### config.mk
export PLATFORM = sky130hd
export DESIGN_NAME = carry_resolver
export DESIGN_NICKNAME = d
export VERILOG_FILES = /design/src/rtl/carry_resolver.sv
export SDC_FILE = /design/constraint.sdc
export NUM_CORES = 1
export LEC_CHECK = 0
export ABC_AREA = 1
export CAP_MARGIN = 30
export CORE_AREA = 2 2 93 86
export DETAILED_ROUTE_END_ITERATION = 8
export DIE_AREA = 0 0 95 88
export HOLD_SLACK_MARGIN = 0.08
export MAX_ROUTING_LAYER = met4
export PLACE_DENSITY = 0.74
export SLEW_MARGIN = 25
export SYNTH_ARGS = -nofsm -noshare
export SYNTH_HDL_FRONTEND = slang
export SYNTH_SLANG_ARGS = --single-unit
export TNS_END_PERCENT = 50
### constraint.sdc
create_clock -name clk -period 5.9 [get_ports clk]
set_input_delay 0.59 -clock clk [delete_from_list [all_inputs] [get_ports clk]]
set_output_delay 0.59 -clock clk [all_outputs]
set_load 0.01 [all_outputs]
### src/rtl/carry_resolver.sv
// Resolves arithmetic-coder carries by holding the last byte plus a run of 0xFF until the carry is known.
// Latency: the first resolved byte is valid one cycle after the input transfer that triggers it.
// Backpressure: in_ready drops while a resolved group drains; outputs hold while out_ready=0. Optional stats: CARRY_RESOLVER_STATS_EN.
module carry_resolver #(
  parameter int FF_CNT_W = 8
) (
  input  logic                clk,
  input  logic                reset,
  input  logic                in_valid,
  input  logic [7:0]          in_byte,
  input  logic                in_carry,
  input  logic                in_flush,
  output logic                in_ready,
  output logic                out_valid,
  output logic [7:0]          out_byte,
  input  logic                out_ready,
  output logic                err_carry,
  output logic                err_ovf,
  output logic                done
`ifdef CARRY_RESOLVER_STATS_EN
  ,
  output logic [15:0]         carry_count,
  output logic [FF_CNT_W-1:0] max_run
`endif
);

  typedef enum logic [2:0] {EMPTY, HOLD, EMIT_HEAD, EMIT_RUN, DONE} state_t;

  localparam logic [FF_CNT_W-1:0] RUN_MAX = '1;
  localparam logic [FF_CNT_W-1:0] RUN_ONE = FF_CNT_W'(1);

  state_t              state_q, state_d;
  logic [7:0]          hold_q, hold_d;
  logic                has_held_q, has_held_d;
  logic [FF_CNT_W-1:0] run_q, run_d;
  logic                carry_q, carry_d;
  logic [7:0]          head_q, head_d;
  logic [FF_CNT_W-1:0] left_q, left_d;
  logic                drain_q, drain_d;
  logic                flush_pend_q, flush_pend_d;
  logic                err_carry_d, err_ovf_d;
  logic                out_valid_d;
  logic [7:0]          out_byte_d;
  logic                xfer, ext_run, emit_end;
  logic [FF_CNT_W-1:0] run_inc;

  assign in_ready = (state_q == EMPTY) || (state_q == HOLD);
  assign done     = (state_q == DONE);
  assign xfer     = in_valid & in_ready;
  assign ext_run  = ~in_carry & (in_byte == 8'hFF);
  assign run_inc  = (run_q == RUN_MAX) ? run_q : run_q + RUN_ONE;

  always_comb begin
    state_d      = state_q;
    hold_d       = hold_q;
    has_held_d   = has_held_q;
    run_d        = run_q;
    carry_d      = carry_q;
    head_d       = head_q;
    left_d       = left_q;
    drain_d      = drain_q;
    flush_pend_d = flush_pend_q;
    err_carry_d  = err_carry;
    err_ovf_d    = err_ovf;
    emit_end     = 1'b0;

    case (state_q)
      EMPTY: begin
        if (xfer) begin
          if (in_carry) err_carry_d = 1'b1;
          if (in_flush) begin
            head_d     = in_byte;
            left_d     = '0;
            carry_d    = 1'b0;
            drain_d    = 1'b1;
            has_held_d = 1'b0;
            run_d      = '0;
            state_d    = EMIT_HEAD;
          end else begin
            hold_d     = in_byte;
            run_d      = '0;
            has_held_d = 1'b1;
            state_d    = HOLD;
          end
        end else if (in_flush) begin
          state_d = DONE;
        end
      end
      HOLD: begin
        if (xfer && ext_run) begin
          if (run_q == RUN_MAX) err_ovf_d = 1'b1;
          run_d = run_inc;
          if (in_flush) begin
            head_d     = hold_q;
            left_d     = run_inc;
            carry_d    = 1'b0;
            drain_d    = 1'b1;
            has_held_d = 1'b0;
            run_d      = '0;
            state_d    = EMIT_HEAD;
          end
        end else if (xfer) begin
          // Carry resolves the held group; the new byte becomes the next held byte.
          carry_d      = in_carry;
          head_d       = hold_q;
          left_d       = run_q;
          hold_d       = in_byte;
          run_d        = '0;
          flush_pend_d = in_flush;
          state_d      = EMIT_HEAD;
        end else if (in_flush) begin
          head_d     = hold_q;
          left_d     = run_q;
          carry_d    = 1'b0;
          drain_d    = 1'b1;
          has_held_d = 1'b0;
          run_d      = '0;
          state_d    = EMIT_HEAD;
        end
      end
      EMIT_HEAD: begin
        if (out_ready) begin
          if (left_q != '0) state_d = EMIT_RUN;
          else              emit_end = 1'b1;
        end
      end
      EMIT_RUN: begin
        if (out_ready) begin
          left_d = left_q - RUN_ONE;
          if (left_q == RUN_ONE) emit_end = 1'b1;
        end
      end
      DONE: begin
        has_held_d   = 1'b0;
        run_d        = '0;
        drain_d      = 1'b0;
        flush_pend_d = 1'b0;
        carry_d      = 1'b0;
        state_d      = EMPTY;
      end
      default: state_d = EMPTY;
    endcase

    if (emit_end) begin
      if (drain_q) begin
        state_d = DONE;
      end else if (flush_pend_q) begin
        // Flush arrived with the resolving byte: drain that byte as well.
        head_d       = hold_q;
        left_d       = run_q;
        carry_d      = 1'b0;
        drain_d      = 1'b1;
        flush_pend_d = 1'b0;
        has_held_d   = 1'b0;
        run_d        = '0;
        state_d      = EMIT_HEAD;
      end else begin
        state_d = has_held_q ? HOLD : EMPTY;
      end
    end

    out_valid_d = (state_d == EMIT_HEAD) || (state_d == EMIT_RUN);
    out_byte_d  = 8'h00;
    if (state_d == EMIT_HEAD)     out_byte_d = head_d + {7'b0, carry_d};
    else if (state_d == EMIT_RUN) out_byte_d = carry_d ? 8'h00 : 8'hFF;
  end

  always_ff @(posedge clk or posedge reset) begin
    if (reset) begin
      state_q      <= EMPTY;
      hold_q       <= 8'h00;
      has_held_q   <= 1'b0;
      run_q        <= '0;
      carry_q      <= 1'b0;
      head_q       <= 8'h00;
      left_q       <= '0;
      drain_q      <= 1'b0;
      flush_pend_q <= 1'b0;
      err_carry    <= 1'b0;
      err_ovf      <= 1'b0;
      out_valid    <= 1'b0;
      out_byte     <= 8'h00;
    end else begin
      state_q      <= state_d;
      hold_q       <= hold_d;
      has_held_q   <= has_held_d;
      run_q        <= run_d;
      carry_q      <= carry_d;
      head_q       <= head_d;
      left_q       <= left_d;
      drain_q      <= drain_d;
      flush_pend_q <= flush_pend_d;
      err_carry    <= err_carry_d;
      err_ovf      <= err_ovf_d;
      out_valid    <= out_valid_d;
      out_byte     <= out_byte_d;
    end
  end

`ifdef CARRY_RESOLVER_STATS_EN
  always_ff @(posedge clk or posedge reset) begin
    if (reset) begin
      carry_count <= 16'h0000;
      max_run     <= '0;
    end else begin
      if (xfer && in_carry && (carry_count != 16'hFFFF)) carry_count <= carry_count + 16'h0001;
      if (run_d > max_run) max_run <= run_d;
    end
  end
`endif

endmodule
==> run summary <==
Num CTS Buffers = 5
post-synthesis cell type count = 48
Setup crit start = in_flush
Placed Instances = 591
initial antenna violation count = 0
antenna viol nets, final = 0
commonest non-fill, non-tap cells in the layout = nand2_1, inv_1, dfrtp_1, o21ai_0, nor2_1
worst-case clock buffer depth = 2
EDFF count, synth = 0
crit-path cells = clkdlybuf4s50_1, inv_2, nor2_1, nand2_1, inv_1, a22oi_1, o21ai_0, ha_1, ha_1, inv_1, nor2_2, nand2_1, nand2_1, nand2_1, o21ai_1
CTS H-tree lvls = 2
leak pwr = 1.87 nW
# DRC = 0
Arr. time, crit path = 3.47 ns
hpwl dp = 6870 um
HP Start = err_carry$_DFFE_PP0P_
All-Layer GR Usage = 0.237
register area share after synthesis = 0.365
clk_lat worst skew = 0.31 ns
chip width = 95 um
initial core utilization = 0.463
crit end category = register
DIE HEIGHT = 88 um
max-slew violations = 0
mapped cell area = 3420 um^2
predominant post-synthesis flop cell = dfrtp_1
crit path buf inv count = 4
post-CTS resize count = 0
Clock Skew = 0.0100 ns
worst slew pin tran = 0.832 ns
Mapped Cells = 475
WL met1 = 4490 um
Die ar. = 8360 um^2
vias = 3301
DR WL met2 = 3720 um
GPL Wtd Cong = 0.890
Tcrit/Tclk final = 0.547
FF+latch count, synth = 50
largest net degree at the start of global routing = 51
Mapped Nets = 494
Ys Warns = 0
Synth async-reset ratio = 1.00
grt total ovfl = 0
1st-pass router iterations = 5
Fin Hold WS = 0.494 ns
Max-slew headroom = 0.443
worst vdd ir = 152 uV
row count = 30
Clock Pin Slew Worst Setup and Hold Paths = 0.10 ns
fin cells = 599
pwr dens = 442 nW/um^2
WL per Instance = 15.2 um
first-pass GRT wire length = 15000 um
Min-Delay Path Class = reg2reg
Critical Path Start Type = primary input
1st-iter DRT viols = 286
WL met3 = 769 um
layout overhead on the synthesized area = 13.4%
status = finished, final reports clean
final setup violating endpoints = 0
CP Class = in2reg
Root Driver = clkbuf_8
cell family with most CP delay = buffers and inverters
Final Hold Viols = 0
crit-path max FO = 27
max frequency = 310 MHz
top routing layer used = met4
overall power = 1.72 mW
number of global-route vias before repair = 3036
required time worst endpoint = 6.14 ns
max_cap viols = 0
Ports = 27
CTS sink cnt = 50
CTS tree = yes
syn avg cell area = 7.21 um^2
share of cells above drive strength 1 = 0.123
CP max-delay cell = clkdlybuf4s50_1
# hold bufs at CTS = 0
Reg2Reg Launch Point = left_q[0]$_DFF_PP0_
clock period minus worst slack = 3.23 ns
Largest stage delay, worst path = 0.80 ns
RSZ-0062 raised after global routing = false
most common cell after layout, fill and taps aside = nand2_1
Vias/cell = 5.51
Post-CTS Setup Bufs = 0
area of the core = 7390 um^2
Worst path most repeated cell = nand2_1
I/O Buffers = 26
Net count, final = 521
setup TNS = 0 ns
antenna cell count = 0
WL final = 9080 um
power breakdown:
| part | switching (mW) | internal (mW) |
|---|---|---|
| clock network | 0.122 | 0.0968 |
| logic | 0.624 | 0.335 |
| registers | 0.0757 | 0.463 |
| total | 0.822 | 0.894 |
kinds of logic (layout without fill, tap and decap cells):
family | count (synthesis) | after routing | synth area share
XOR/XNOR | 3 | 3 | 0.00768
buffers and inverters | 77 | 105 | 0.0917
AND/OR/NAND/NOR | 233 | 233 | 0.327
AO/OA/AOI/OAI | 102 | 102 | 0.173
adder cells (fa/ha/maj) | 5 | 5 | 0.0183
flip-flops | 50 | 50 | 0.365
multiplexers | 5 | 5 | 0.0164
worst paths after layout:
kind	endpoint	slack, ns	cells after the start
max in group asynchronous	left_q[2]$_DFF_PP0_	4.72	3
worst max register to register	out_byte[4]$_DFF_PP0_	2.89	17
min in group asynchronous	err_carry$_DFFE_PP0P_	0.76	3
worst min-delay path	err_carry$_DFFE_PP0P_	0.49	1
worst min register to register	err_carry$_DFFE_PP0P_	0.49	1
worst max-delay path	out_byte[4]$_DFF_PP0_	2.67	15
synth_stat cells, types with 2 or more instances:
master,instances,share of area
a32oi_1,2,0.0051
inv_1,56,0.061
o21ai_1,3,0.0044
a31oi_1,3,0.0055
nand3_2,2,0.0058
nor2_2,6,0.011
or2_2,2,0.0037
o32ai_1,2,0.0051
mux2_1,4,0.013
nor3_1,7,0.010
xor2_1,3,0.0077
dfrtp_1,50,0.37
inv_2,10,0.011
o21ai_0,47,0.069
nand2_2,10,0.018
o211ai_1,5,0.011
clkbuf_1,3,0.0033
a21oi_1,24,0.035
a211oi_1,3,0.0066
nor2_1,45,0.049
nand2_1,119,0.13
ha_1,5,0.018
buf_2,3,0.0044
nor2_4,5,0.016
o31ai_1,2,0.0044
nand4_4,2,0.012
nand4_1,2,0.0037
nand2_4,7,0.023
nand3_1,24,0.035
registers in the layout, indices dropped and copies added (netlist names):
name          flops
run_q             8
carry_q           1
head_q            8
out_byte          8
err_carry         1
hold_q            8
drain_q           1
out_valid         1
err_ovf           1
state_q           3
left_q            8
flush_pend_q      1
has_held_q        1
layout make-up:
| cell class | instances | area [um^2] |
|---|---|---|
| tap | 96 | 120 |
| clock inverter | 2 | 17.5 |
| fill | 711 | 3510 |
| multi-input combinational | 348 | 1860 |
| timing repair buffer | 28 | 275 |
| clock buffer | 6 | 82.6 |
| inverter | 69 | 277 |
| sequential | 50 | 1250 |
stage by stage:
step	cell area, um^2	worst slack [ns]	util
after floorplan	3420	3.45	-
after global placement	3780	2.63	0.511
after CTS	3880	2.71	0.525
after detailed placement	3780	2.37	0.511
after global routing	3880	2.45	0.525
final	3880	2.67	0.525
routing by layer:
metal | vias to the layer above | GRT usage
met5 | - | -
met4 | 0 | 0.0646
met3 | 13 | 0.0439
met2 | 153 | 0.322
met1 | 1530 | 0.359
li1 | 1605 | -
(Power assumes the default switching activity.)
